<file path="config.mk">
export PLATFORM = sky130hd
export DESIGN_NAME = acia_uart
export DESIGN_NICKNAME = d
export VERILOG_FILES = /design/src/rtl/acia_uart.sv
export SDC_FILE = /design/constraint.sdc
export NUM_CORES = 1
export LEC_CHECK = 0
export ABC_AREA = 0
export CORE_MARGIN = 2
export CORE_UTILIZATION = 51
export DETAILED_ROUTE_END_ITERATION = 12
export GPL_TIMING_DRIVEN = 0
export PLACE_DENSITY = 0.85
export SLEW_MARGIN = 40
export SYNTH_ARGS = -nofsm -noshare
export SYNTH_HDL_FRONTEND = slang
export SYNTH_SLANG_ARGS = --single-unit
</file>
<file path="constraint.sdc">
create_clock -name clk -period 1.9 [get_ports clk]
set_clock_uncertainty 0.05 [all_clocks]
set_input_delay 0.38 -clock clk [delete_from_list [all_inputs] [get_ports clk]]
set_output_delay 0.38 -clock clk [all_outputs]
set_load 0.02 [all_outputs]
</file>
<file path="src/rtl/acia_uart.sv">
// acia_uart: 6502-bus UART responder with a fixed 8N1 frame format.
// It has a register file with STATUS, DATA and CTRL, a TX holding register
// feeding a shift register, and an RX path with a double-flop synchroniser.
// The level interrupt request is driven from the RX-full and TX-empty flags.
module acia_uart #(
  parameter int CLK_DIV = 104
) (
  input  logic       clk,
  input  logic       reset,
  input  logic       cs,
  input  logic       we,
  input  logic [1:0] addr,
  input  logic [7:0] din,
  output logic [7:0] dout,
  output logic       irq,
  input  logic       RX,
  output logic       TX
);

  localparam int CNT_W = (CLK_DIV > 1) ? $clog2(CLK_DIV) : 1;
  localparam logic [CNT_W-1:0] CNT_LAST = CNT_W'(CLK_DIV - 1);
  localparam logic [CNT_W-1:0] CNT_HALF = CNT_W'(CLK_DIV / 2 - 1);
  localparam logic [CNT_W-1:0] CNT_ONE  = CNT_W'(1);

  typedef enum logic [1:0] {
    TX_IDLE,
    TX_START,
    TX_DATA,
    TX_STOP
  } tx_state_t;

  typedef enum logic [1:0] {
    RX_IDLE,
    RX_START,
    RX_DATA,
    RX_STOP
  } rx_state_t;

  // bus decode
  logic rd_en;
  logic rd_data;
  logic wr_data;
  logic wr_ctrl;

  assign rd_en   = cs & ~we;
  assign rd_data = rd_en & (addr == 2'd1);
  assign wr_data = cs & we & (addr == 2'd1);
  assign wr_ctrl = cs & we & (addr == 2'd2);

  // control state
  tx_state_t        tx_state, tx_state_d;
  rx_state_t        rx_state, rx_state_d;
  logic [CNT_W-1:0] tx_cnt, rx_cnt;
  logic [2:0]       tx_bit, rx_bit;
  logic             txe, txe_d;
  logic             rxf, rxf_d;
  logic             ovr, ovr_d;
  logic             fe, fe_d;
  logic             rxie, rxie_d;
  logic             txie, txie_d;
  logic             irq_d;
  logic             tx_d;
  logic             tx_load;
  logic             tx_shift_en;
  logic             tx_cnt_end;
  logic             wr_accept;
  logic             rx_meta, rx_sync, rx_prev;
  logic             rx_falling;
  logic             rx_sample;
  logic             rx_done;
  logic             rx_cnt_end;
  logic [7:0]       rd_mux;

  // datapath (not reset)
  logic [7:0] tx_hold;
  logic [7:0] tx_shift;
  logic [7:0] rx_shift;
  logic [7:0] rx_data;

  assign tx_cnt_end = (tx_cnt == CNT_LAST);
  assign rx_cnt_end = (rx_cnt == CNT_LAST);
  assign rx_falling = rx_prev & ~rx_sync;

  // TX next-state, shifter control and next serial line level
  always_comb begin
    tx_state_d  = tx_state;
    tx_load     = 1'b0;
    tx_shift_en = 1'b0;
    tx_d        = 1'b1;
    case (tx_state)
      TX_IDLE: begin
        if (!txe) begin
          tx_load    = 1'b1;
          tx_state_d = TX_START;
        end
      end
      TX_START: begin
        if (tx_cnt_end) tx_state_d = TX_DATA;
      end
      TX_DATA: begin
        if (tx_cnt_end) begin
          tx_shift_en = 1'b1;
          if (tx_bit == 3'd7) tx_state_d = TX_STOP;
        end
      end
      TX_STOP: begin
        if (tx_cnt_end) begin
          if (!txe) begin
            tx_load    = 1'b1;
            tx_state_d = TX_START;
          end else begin
            tx_state_d = TX_IDLE;
          end
        end
      end
      default: tx_state_d = TX_IDLE;
    endcase
    case (tx_state_d)
      TX_START: tx_d = 1'b0;
      TX_DATA:  tx_d = tx_shift_en ? tx_shift[1] : tx_shift[0];
      default:  tx_d = 1'b1;
    endcase
  end

  // RX next-state: start validation at half bit, then whole-bit mid samples
  always_comb begin
    rx_state_d = rx_state;
    rx_sample  = 1'b0;
    rx_done    = 1'b0;
    case (rx_state)
      RX_IDLE: begin
        if (rx_falling) rx_state_d = RX_START;
      end
      RX_START: begin
        if (rx_cnt == CNT_HALF) rx_state_d = rx_sync ? RX_IDLE : RX_DATA;
      end
      RX_DATA: begin
        if (rx_cnt_end) begin
          rx_sample = 1'b1;
          if (rx_bit == 3'd7) rx_state_d = RX_STOP;
        end
      end
      RX_STOP: begin
        if (rx_cnt_end) begin
          rx_done    = 1'b1;
          rx_state_d = RX_IDLE;
        end
      end
      default: rx_state_d = RX_IDLE;
    endcase
  end

  // Status flags, control bits and interrupt; a read racing an RX completion keeps RXF set
  always_comb begin
    wr_accept = wr_data & (txe | tx_load);
    txe_d     = txe;
    if (tx_load)   txe_d = 1'b1;
    if (wr_accept) txe_d = 1'b0;
    rxf_d = rxf;
    ovr_d = ovr;
    fe_d  = fe;
    if (rd_data) begin
      rxf_d = 1'b0;
      ovr_d = 1'b0;
      fe_d  = 1'b0;
    end
    if (rx_done) begin
      rxf_d = 1'b1;
      fe_d  = ~rx_sync;
      if (rxf && !rd_data) ovr_d = 1'b1;
    end
    rxie_d = wr_ctrl ? din[0] : rxie;
    txie_d = wr_ctrl ? din[1] : txie;
    irq_d  = (rxie_d & rxf_d) | (txie_d & txe_d);
  end

  // Register read mux (values as they stand before the access edge)
  always_comb begin
    rd_mux = 8'h00;
    case (addr)
      2'd0:    rd_mux = {irq, 2'b00, (tx_state != TX_IDLE), fe, ovr, txe, rxf};
      2'd1:    rd_mux = rx_data;
      2'd2:    rd_mux = {6'b000000, txie, rxie};
      default: rd_mux = 8'h00;
    endcase
  end

  // FSM state registers, counters, flags and bus read port
  always_ff @(posedge clk) begin
    if (reset) begin
      tx_state <= TX_IDLE;
      rx_state <= RX_IDLE;
      tx_cnt   <= '0;
      rx_cnt   <= '0;
      tx_bit   <= 3'd0;
      rx_bit   <= 3'd0;
      txe      <= 1'b1;
      rxf      <= 1'b0;
      ovr      <= 1'b0;
      fe       <= 1'b0;
      rxie     <= 1'b0;
      txie     <= 1'b0;
      irq      <= 1'b0;
      TX       <= 1'b1;
      dout     <= 8'h00;
      rx_meta  <= 1'b1;
      rx_sync  <= 1'b1;
      rx_prev  <= 1'b1;
    end else begin
      tx_state <= tx_state_d;
      rx_state <= rx_state_d;
      if (tx_state == TX_IDLE || tx_state_d != tx_state || tx_cnt_end) tx_cnt <= '0;
      else tx_cnt <= tx_cnt + CNT_ONE;
      if (rx_state == RX_IDLE || rx_state_d != rx_state || rx_cnt_end) rx_cnt <= '0;
      else rx_cnt <= rx_cnt + CNT_ONE;
      if (tx_state == TX_START) tx_bit <= 3'd0;
      else if (tx_shift_en) tx_bit <= tx_bit + 3'd1;
      if (rx_state == RX_START) rx_bit <= 3'd0;
      else if (rx_sample) rx_bit <= rx_bit + 3'd1;
      txe     <= txe_d;
      rxf     <= rxf_d;
      ovr     <= ovr_d;
      fe      <= fe_d;
      rxie    <= rxie_d;
      txie    <= txie_d;
      irq     <= irq_d;
      TX      <= tx_d;
      if (rd_en) dout <= rd_mux;
      rx_meta <= RX;
      rx_sync <= rx_meta;
      rx_prev <= rx_sync;
    end
  end

  // Data registers: holding register, TX shifter, RX shifter and received byte
  always_ff @(posedge clk) begin
    if (wr_accept) tx_hold <= din;
    if (tx_load) tx_shift <= tx_hold;
    else if (tx_shift_en) tx_shift <= {1'b1, tx_shift[7:1]};
    if (rx_sample) rx_shift <= {rx_sync, rx_shift[7:1]};
    if (rx_done) rx_data <= rx_shift;
  end

endmodule

</file>
* Word-level counts from Yosys, hierarchy flattened
Index checks and enable logic that the tools add are counted.
Word-level totals: output and inout port bits 10, input port bits 15, flip-flop bits (word level) 75, word-level logic and storage cells 110
Cells by class: bitwise gates (word level) 13, $add $sub $neg 4, multiplexer cells 38, equality and inequality tests 17, reduce and logical (&&, ||, !) cells 16
Operator list (number):
- 8-bit case mux with 3 select lines | 1
- 2-bit two-way mux | 11
- 1-bit two-way mux | 20
- 8-bit two-way mux | 2
- 2-bit case mux with 4 select lines | 2
- 7-bit by 1-bit adder with 7-bit output (second input constant) | 2
- 7-bit == test (second input constant) | 2
- 2-bit == test (second input constant) | 6
- 1-bit bitwise AND | 9
- 2-bit by 1-bit == test with 1-bit output (second input constant) | 4
- 2-bit OR reduction | 4
- 7-bit by 6-bit == test with 1-bit output (second input constant) | 1
- 3-bit by 1-bit adder with 3-bit output (second input constant) | 2
- 3-bit == test (second input constant) | 2
- 2-bit logical NOT | 3
- 2-bit nonzero test | 3
- 1-bit logical OR | 4
- 2-bit inequality test | 2
- 1-bit case mux with 2 select lines | 2
- 1-bit NOT | 2
- 1-bit OR | 2
- 1-bit logical AND | 1
- 1-bit logical NOT | 1

* Depth between registers and ports, before layout
Gate-level depths: netlist of run 1.
depth in word-level cells 8, depth in mapped cells 7, depth with buffers taken out 7

* Worst setup path after synthesis of run 1
OpenSTA, ideal clock, no wires.
kind flip-flop to flip-flop, start reg tx_cnt[0], end reg tx_hold[0] (enable), buffers on the path 1, period minus slack after synthesis 2047 ps, required time 1480 ps, stages on the path, launching flop included 8, arrival time 1627 ps, slack -147 ps, setup time 370 ps, cell sequence dfxtp_1 > ha_1 > and3_1 > a31oi_1 > nor3_1 > buf_4 > nor2_1 > nor2_1
On the way: word-level cells in the longest chain between the ends 5
Ends and longest elaborated chain:
- start, declared | RTL line 53 | logic [CNT_W-1:0] tx_cnt, rx_cnt;
- start signal, assigned | RTL line 213 | else tx_cnt <= tx_cnt + CNT_ONE;
- 7-bit == test | RTL line 80 | assign tx_cnt_end = (tx_cnt == CNT_LAST);
- 1-bit two-way mux | RTL line 107 | if (tx_cnt_end) begin
- 1-bit case mux with 2 select lines | RTL line 90 | case (tx_state)
- 1-bit OR | RTL line 155 | wr_accept = wr_data & (txe | tx_load);
- 1-bit bitwise AND | RTL line 155
- named net wr_accept | RTL line 66 | logic wr_accept;
- end signal, assigned | RTL line 237 | if (wr_accept) tx_hold <= din;
- end, declared | RTL line 75 | logic [7:0] tx_hold;
The timed path passes the listed nets, and every way through them passes these cells. A chain may end at the register's enable or synchronous reset.

* Final worst setup path of run 1
start reg tx_cnt[0], end reg tx_shift[6], data pin
On the way: word-level cells in the longest chain between the ends 4
Ends and longest elaborated chain:
- 7-bit == test | RTL line 80
- 1-bit two-way mux | RTL line 107
- 1-bit case mux with 2 select lines | RTL line 90
- 8-bit two-way mux | RTL line 238 | if (tx_load) tx_shift <= tx_hold;
- end signal, assigned | RTL line 238
- end signal, assigned | RTL line 239 | else if (tx_shift_en) tx_shift <= {1'b1, tx_shift[7:1]};
- end, declared | RTL line 76 | logic [7:0] tx_shift;
No other way between the ends.

==> results of run 1 <==
logic make-up after synthesis:
| group | synth area share (%) |
|---|---|
| adders and majority gates | 4.04 |
| xor gates and xnor gates | 3.11 |
| and+or+nand+nor | 16.8 |
| DFF | 58.8 |
| buffers and inverters | 2.14 |
| AOI/OAI and AO/OA | 8.85 |
| muxes | 6.26 |
flip-flops by register name (all words and copies together), names as in the netlist, 2 cells and up:
name,flops
tx_shift,8
rx_cnt,7
tx_state,2
rx_shift,8
tx_bit,3
rx_state,2
tx_hold,8
dout,8
tx_cnt,7
rx_data,8
rx_bit,3
stage by stage:
stage / cell area [sq um] / power (mW) / setup TNS, ns / hold slack (ns)
final: 3830 / 3.11 / 0 / 0.367
after global placement: 3430 / 1.88 / -6.55 / 0.347
after CTS: 3770 / 3.12 / 0 / 0.370
after detailed placement: 3430 / 1.89 / -9.51 / 0.349
after global routing: 3830 / 3.22 / -0.0500 / 0.380
after floorplan: 3100 / 1.82 / 0 / 0.339
area by class of cell:
class | count | area share, %
Sequential cell | 75 | 47.8
Multi-Input combinational cell | 176 | 34.4
Timing Repair Buffer | 33 | 8.30
Clock buffer | 10 | 3.59
Tap cell | 75 | 2.45
Clock inverter | 6 | 1.70
Buffer | 9 | 1.05
Inverter | 7 | 0.686
routing by layer:
metal  up-vias  share of wire (%)
met5         -                  0
met4         0                3.3
met3        18                4.1
met2        54                 49
met1      1038                 44
li1       1043                  -
Yosys cell counts, drive strengths merged (6+ instances only):
cell | count | share of area (%)
xor2 | 6 | 1.7
edfxtp | 32 | 31
mux2i | 7 | 2.3
a22oi | 10 | 2.4
nor3 | 9 | 1.6
nand3 | 10 | 1.8
nor2 | 41 | 5.0
nand2 | 12 | 1.5
nand2b | 7 | 1.4
inv | 7 | 0.85
a21oi | 8 | 1.3
dfxtp | 43 | 28
ha | 10 | 4.0
mux2 | 11 | 4.0
final timing paths:
| path | endpoint | cells after the start | from | slack [ns] |
|---|---|---|---|---|
| worst max-delay path | tx_shift[6]$_DFFE_PP_ | 7 | tx_cnt[0]$_SDFF_PP0_ | 0.04 |
| worst min-delay path | rx_sync$_SDFF_PP1_ | 1 | rx_meta$_SDFF_PP1_ | 0.37 |
| worst max register to register | tx_shift[6]$_DFFE_PP_ | 7 | tx_cnt[0]$_SDFF_PP0_ | 0.04 |
| worst min register to register | rx_sync$_SDFF_PP1_ | 1 | rx_meta$_SDFF_PP1_ | 0.37 |
power groups by stage:
stage | Clock (mW) | Sequential, mW | Combinational (mW)
floorplan | 0 | 1.75 | 0.0749
global placement | 0 | 1.74 | 0.143
CTS | 1.26 | 1.71 | 0.161
finish | 1.23 | 1.71 | 0.167
detailed placement | 0 | 1.74 | 0.149
global route | 1.33 | 1.71 | 0.181
timing repair:
item	in CTS	in global routing
resized for setup	19	8
endpoints found under the setup margin	49	42
setup buffers	6	4
pin swaps	7	5
hold buffers	0	0
==> impl_metrics.json, run 1 <==
{
  "use_met2_pct": 33.2,
  "nFillCells": 450,
  "synth_area_sq_um": 3100,
  "synth-seq-cells": 75,
  "max_slew.worst_pin.slew_ns": 0.528,
  "drtIter0Drc": 142,
  "worst-path-max-fanout": 8,
  "grt_overflow_total": 0,
  "layout.nets": 336,
  "cts_tree": "yes",
  "cpLargestDelayFamily": "flip-flops",
  "synthArstFlopShare_pct": 0,
  "drv_slew": 0,
  "grt_pass1_wl_mm": 9.98,
  "grt_use_met3_pct": 4.62,
  "synthFlopType": "dfxtp_1",
  "drv_cap": 0,
  "cp.required_ns": 1.94,
  "area_growth_pct": 23.6,
  "core_sq_um": 5890,
  "die_h_microns": 81.9,
  "layoutNonFillerInstCount": 391,
  "combPwrFrac_pct": 5.4,
  "ys_warn_count": 0,
  "p_clk_share_pct": 39.7,
  "first_pass_iters": 4,
  "switching_share_pct": 22.2,
  "hold_violations": 0,
  "syn_inst": 267,
  "grt_max_degree": 14,
  "placementRows": 28,
  "setup_slack_ns": 0.0381,
  "fmaxAchievable_ghz": 0.537,
  "initial_core_util_pct": 52.6,
  "drive_gt1_share_pct": 21.2,
  "final_cell_mix": "39 x dfxtp_1, 38 x nor2_1, 32 x edfxtp_1",
  "gp_congestion": 0.792,
  "final_core_util_pct": 65.1,
  "cts_sinks": 75,
  "num_vias": 2153,
  "dieArea_sq_um": 6710,
  "hpwl_mm": 4.05,
  "vias_per_cell": 5.51,
  "syn_area_per_cell_sq_um": 11.6,
  "ff_latch_area_sq_um": 1830,
  "cp-start-kind": "flip-flop",
  "wire_per_inst_microns": 16.3,
  "min_period_over_period_pct": 98.0,
  "gr-usage-all-layers_pct": 20.3,
  "ys_types": 50,
  "pwr-share-seq_pct": 55.0,
  "max_stage_delay_ns": 0.36,
  "cts-root-buf": "clkbuf_8",
  "slew_headroom_pct": 64.8,
  "place_inst": 365,
  "cellPowerDensity_nw_per_um2": 811,
  "synth-edff-count": 32,
  "slowest_stage": "dfxtp_2",
  "antenna_found_initial": 0,
  "syn-num-nets": 292,
  "io_pins": 25,
  "worstPathCellList": "ha_4 > and3_4 > a31oi_2 > nor3_2 > buf_4 > buf_12 > mux2_4",
  "worstSetupEndpointType": "flip-flop",
  "cellLeakagePower_nw": 1.40,
  "num_antenna_cells": 0,
  "clk_pin_slew_ns": 0.08,
  "route.detailed.drc": 0,
  "final_common_cell": "dfxtp_1",
  "min_path_type": "flip-flop to flip-flop",
  "postRouteAntennaNets": 0,
  "crit_type": "flip-flop to flip-flop",
  "clockBufferDepth": 2,
  "switchingPower_mw": 0.689,
  "pre_cts_ws_ns": -0.397,
  "place.port_buffers": 23,
  "setup_viol": 0,
  "path_buf_inv": 2,
  "clkLatencyLatePin_ns": 0.34,
  "rsz0062_at_grt": "yes",
  "irDropWorstVdd_uv": 690,
  "wl_mm": 6.39,
  "ys_seq_area_share_pct": 58.8,
  "arrival_ns": 1.91,
  "htreeDepth": 3,
  "p_int_mw": 2.42,
  "grt_use_met1_pct": 24.7,
  "cts_buffers": 9,
  "fp.dieW_microns": 81.9,
  "multi_input_area_sq_um": 1320,
  "busiest_layer": "met2",
  "grt_pass1_vias": 2172,
  "period_needed_ns": 1.86,
  "status": "complete, no violations"
}
No activity file was read; power rests on OpenSTA's default activity.
==> run 2: changes to the inputs <==
--- a/config.mk
+++ b/config.mk
@@ -6,11 +6,12 @@
 export NUM_CORES = 1
 export LEC_CHECK = 0
 export ABC_AREA = 0
+export ABC_CLOCK_PERIOD_IN_PS = 1900
 export CORE_MARGIN = 2
 export CORE_UTILIZATION = 51
 export DETAILED_ROUTE_END_ITERATION = 12
 export GPL_TIMING_DRIVEN = 0
-export PLACE_DENSITY = 0.85
+export PLACE_DENSITY = 0.86
 export SLEW_MARGIN = 40
 export SYNTH_ARGS = -nofsm -noshare
 export SYNTH_HDL_FRONTEND = slang
==> run 2 against run 1 <==
Compared with the run above: first-iteration DRC count grew 32%; critical path depth is 1 lower; final cell count decreased by 0.51%; clock power rose by 8%; via count fell by 2.3%; combinational power down 5%; non-clock buffer count fell by 2; global-route usage shrank 1.0 points; sequential share of layout area is 0.29 points higher; total power grew 2.7%; design area shrank 0.20%.
==> impl_metrics.json, run 2 (synthesis gave the netlist of run 1 again) <==
{
  "drv_cap": 0,
  "num_vias": 2104,
  "tns_ns": 0,
  "worstSetupEndpointType": "flip-flop",
  "hold_buffers": 0,
  "placementRows": 28,
  "reg2regPathDepth": 6,
  "grt_pass1_wl_mm": 9.63,
  "postRouteAntennaNets": 0,
  "drv_slew": 0,
  "final_common_cell": "nor2_1",
  "route.detailed.drc": 0,
  "first_pass_iters": 4,
  "pre_cts_ws_ns": -0.346,
  "slew_headroom_pct": 65.5,
  "setup_viol": 0,
  "min_period_over_period_pct": 96.4,
  "vias_per_cell": 5.41,
  "clkLatencyLatePin_ns": 0.35,
  "crit_type": "flip-flop to flip-flop",
  "p_clk_share_pct": 41.6,
  "worst-path-max-fanout": 5,
  "hpwl_mm": 3.94,
  "period_needed_ns": 1.83,
  "hold_end": "rx_sync$_SDFF_PP1_",
  "dieArea_sq_um": 6710,
  "layoutNonFillerInstCount": 389,
  "switchingPower_mw": 0.685,
  "fin_area_sq_um": 3820,
  "setup_slack_ns": 0.0680,
  "place_inst": 365,
  "hold_depth": 1,
  "gp_congestion": 0.787,
  "p_total_mw": 3.19,
  "dpl_cell_area_sq_um": 3430,
  "final_cell_mix": "38 x nor2_1, 35 x dfxtp_1, 32 x edfxtp_1",
  "wl_mm": 5.99,
  "cts-root-buf": "clkbuf_8",
  "io_pins": 25,
  "fp.dieW_microns": 81.9,
  "r2r_start": "tx_cnt[1]$_SDFF_PP0_",
  "hold_violations": 0,
  "cellPowerDensity_nw_per_um2": 835,
  "clk_pin_slew_ns": 0.08,
  "drtIter0Drc": 188,
  "clockBufferDepth": 2,
  "antenna_found_initial": 0,
  "reg2reg_to": "tx_shift[5]$_DFFE_PP_",
  "drive_gt1_share_pct": 20.7,
  "cts_tree": "yes",
  "place.port_buffers": 23,
  "hold-worst-slack_ns": 0.357,
  "die_h_microns": 81.9,
  "max_slew.worst_pin.slew_ns": 0.518,
  "r2r_slack_ns": 0.07,
  "num_antenna_cells": 0,
  "wire_per_inst_microns": 15.4,
  "core_sq_um": 5890,
  "status": "complete, no violations",
  "grt_max_degree": 14,
  "pwr-share-seq_pct": 53.5,
  "cts_buffers": 9,
  "layout.nets": 334,
  "switching_share_pct": 21.5,
  "holdCritStartpoint": "rx_meta$_SDFF_PP1_",
  "grt_overflow_total": 0,
  "cp-start-kind": "flip-flop",
  "min_path_type": "flip-flop to flip-flop",
  "arrival_ns": 1.88,
  "irDropWorstVdd_uv": 630,
  "initial_core_util_pct": 52.6,
  "fmaxAchievable_ghz": 0.546,
  "combPwrFrac_pct": 5.0,
  "cellLeakagePower_nw": 1.39,
  "grt_pass1_vias": 2153,
  "cts_sinks": 75,
  "htreeDepth": 3,
  "gr-usage-all-layers_pct": 19.3,
  "final_core_util_pct": 64.9,
  "area_growth_pct": 23.4,
  "p_int_mw": 2.50,
  "cp.required_ns": 1.95
}
## run 2: changes by cell type in the layout (fill, tap and decap cells not counted), sizes merged
cell / change
inv: +1
buf: -2
clkinv: -1
bufinv: +1
clkbuf: -1
## run 2: worst max-delay path by stage
stage / from / to / slack, ns / cells past startpoint
final: tx_cnt[1]$_SDFF_PP0_ / tx_shift[5]$_DFFE_PP_ / 0.07 / 6
after CTS: tx_cnt[1]$_SDFF_PP0_ / tx_hold[3]$_DFFE_PP_ / 0.005 / 7
after floorplan: tx_cnt[0]$_SDFF_PP0_ / tx_hold[0]$_DFFE_PP_ / 0.0006 / 7
after global routing: tx_cnt[2]$_SDFF_PP0_ / tx_hold[3]$_DFFE_PP_ / -0.002 / 6
after global placement: addr[1] / tx_hold[6]$_DFFE_PP_ / -0.28 / 4
after detailed placement: tx_cnt[0]$_SDFF_PP0_ / tx_hold[6]$_DFFE_PP_ / -0.35 / 7
## run 2: routing by layer
metal  vias to the layer above  GRT usage [%]  wire [microns]
met5                         -              0               0
met4                         0           8.50             111
met3                        11           5.16             233
met2                        48           32.8            3080
met1                      1003           22.8            2560
li1                       1042              -               -
## run 2: what timing repair did
| item | in CTS | in global routing |
|---|---|---|
| pin swaps | 7 | 5 |
| setup buffers | 6 | 1 |
| endpoints found under the setup margin | 49 | 34 |
| endpoints found under the hold margin | 0 | 0 |
| cloned | 1 | 0 |
| resized for setup | 23 | 9 |
## run 2: power groups by stage
stage	clock network, mW	registers [mW]	logic, mW
after floorplan	0	1.75	0.0749
final	1.33	1.71	0.159
after global placement	0	1.74	0.142
after global routing	1.40	1.71	0.175
after CTS	1.34	1.71	0.156
after detailed placement	0	1.74	0.146
## run 2: cell type report
| cell class | instances | area [sq um] |
|---|---|---|
| Fill cell | 442 | 2060 |
| Timing Repair Buffer | 31 | 292 |
| Clock inverter | 7 | 91.3 |
| Tap cell | 75 | 93.8 |
| Clock buffer | 9 | 124 |
| Sequential cell | 75 | 1840 |
| Inverter | 7 | 28.8 |
| Multi-Input combinational cell | 176 | 1310 |
| Buffer | 9 | 43.8 |
## run 2: worst max-delay path: stages (launching register included)
cell     delay, ns
dfxtp_2       0.36
ha_4          0.14
and3_4        0.19
a31oi_2       0.12
nor3_4        0.20
buf_2         0.20
mux2_1        0.32
==> run 3: changes to the inputs <==
--- a/config.mk
+++ b/config.mk
@@ -12,6 +12,7 @@
 export DETAILED_ROUTE_END_ITERATION = 12
 export GPL_TIMING_DRIVEN = 0
 export PLACE_DENSITY = 0.86
+export RECOVER_POWER = 50
 export SLEW_MARGIN = 40
 export SYNTH_ARGS = -nofsm -noshare
 export SYNTH_HDL_FRONTEND = slang
==> constraint.sdc (replaced) <==
create_clock -name clk -period 1.9 [get_ports clk]
set_clock_uncertainty 0.05 [all_clocks]
set_input_delay 0.38 -clock clk [delete_from_list [all_inputs] [get_ports clk]]
set_output_delay 0.38 -clock clk [all_outputs]
set_load 0.05 [all_outputs]
==> run 3 against run 2 <==
Compared with the run above: die area unchanged; clock power is essentially flat; total power barely moved; worst hold slack about the same; highest routed layer unchanged.
==> impl_metrics.json, run 3 (synthesis gave the netlist of run 1 again) <==
{
  "route.detailed.drc": 0,
  "vias_per_cell": 5.46,
  "hold-worst-slack_ns": 0.357,
  "hold_buffers": 0,
  "postRouteAntennaNets": 0,
  "gr-usage-all-layers_pct": 19.2,
  "cts_sinks": 75,
  "drtIter0Drc": 178,
  "p_total_mw": 3.19,
  "wl_mm": 5.95,
  "cp.required_ns": 1.95,
  "num_vias": 2125,
  "layout.nets": 334,
  "slew_headroom_pct": 60.4,
  "drv_cap": 0,
  "cts-root-buf": "clkbuf_8",
  "hold_violations": 0,
  "min_period_over_period_pct": 96.6,
  "period_needed_ns": 1.83,
  "io_pins": 25,
  "arrival_ns": 1.88,
  "dieArea_sq_um": 6710,
  "hpwl_mm": 3.94,
  "grt_pass1_wl_mm": 9.60,
  "setup_viol": 0,
  "place.port_buffers": 23,
  "drv_slew": 0,
  "first_pass_iters": 4,
  "fmaxAchievable_ghz": 0.545,
  "fp.dieW_microns": 81.9,
  "area_growth_pct": 22.3,
  "placementRows": 28,
  "die_h_microns": 81.9,
  "grt_pass1_vias": 2143,
  "grt_overflow_total": 0,
  "num_antenna_cells": 0,
  "wire_per_inst_microns": 15.3,
  "initial_core_util_pct": 52.6,
  "final_cell_mix": "38 x nor2_1, 36 x dfxtp_1, 32 x edfxtp_1",
  "crit_type": "flip-flop to flip-flop",
  "htreeDepth": 3,
  "antenna_found_initial": 0,
  "clk_pin_slew_ns": 0.08,
  "gp_congestion": 0.787,
  "worst-path-max-fanout": 5,
  "max_slew.worst_pin.slew_ns": 0.596,
  "core_sq_um": 5890,
  "grt_max_degree": 14,
  "cp-start-kind": "flip-flop",
  "worstSetupEndpointType": "flip-flop",
  "drive_gt1_share_pct": 19.7,
  "clockBufferDepth": 2,
  "irDropWorstVdd_uv": 629,
  "cellLeakagePower_nw": 1.43,
  "cts_buffers": 9,
  "cts_tree": "yes",
  "clkLatencyLatePin_ns": 0.34,
  "final_common_cell": "nor2_1",
  "status": "complete, no violations",
  "cellPowerDensity_nw_per_um2": 842,
  "min_path_type": "flip-flop to flip-flop"
}
## run 3: stage by stage
| stage | util (%) | area, sq um | cells | TNS, ns | setup slack [ns] |
|---|---|---|---|---|---|
| 2_1_floorplan | - | 3100 | 267 | 0 | 0.000637 |
| 3_3_place_gp | 58.2 | 3430 | 365 | -5.60 | -0.281 |
| 3_5_place_dp | 58.2 | 3430 | 365 | -9.53 | -0.346 |
| 4_1_cts | 64.1 | 3770 | 388 | 0 | 0.00454 |
| 5_1_grt | 64.3 | 3790 | 389 | -0.0133 | -0.00239 |
| 6_report | 64.3 | 3790 | 389 | 0 | 0.0655 |
## run 3: repair_timing
item                       CTS  global route
gates cloned                 1             0
setup endpoints to repair   58            35
pin swaps                    7             5
buffers inserted             6             1
gates resized for setup     32             5
## run 3: worst max-delay path, cell delays in order, from the launching register on
cell and delay (ns):
dfxtp_2 0.36, ha_4 0.14, and3_4 0.19, a31oi_2 0.12
nor3_4 0.20, buf_2 0.20, mux2_1 0.32
## run 3: final cells by class
class                           instances  area, sq um
Buffer                                  9         42.5
Sequential cell                        75         1830
Tap cell                               75         93.8
Timing Repair Buffer                   31          268
Fill cell                             448         2100
Inverter                                7         26.3
Clock inverter                          7         91.3
Clock buffer                            9          124
Multi-Input combinational cell        176         1310
## run 3: power breakdown
group	internal, mW	switching (mW)	total (mW)
Sequential	1.69	0.0142	1.71
Combinational	0.0687	0.0953	0.164
Clock	0.736	0.583	1.32
## run 3: path summary, 6_finish.rpt
check | startpoint | endpoint | slack (ns) | cells after the start
max | tx_cnt[1]$_SDFF_PP0_ | tx_shift[5]$_DFFE_PP_ | 0.07 | 6
max reg2reg | tx_cnt[1]$_SDFF_PP0_ | tx_shift[5]$_DFFE_PP_ | 0.07 | 6
min | rx_meta$_SDFF_PP1_ | rx_sync$_SDFF_PP1_ | 0.36 | 1
min reg2reg | rx_meta$_SDFF_PP1_ | rx_sync$_SDFF_PP1_ | 0.36 | 1
## run 3: layer usage
metal  wire, microns  GRT usage [%]  vias up
li1                -              -     1040
met1            2520           22.7     1018
met2            3070           32.8       54
met3             248           5.16       13
met4             114           8.50        0
met5               0              0        -
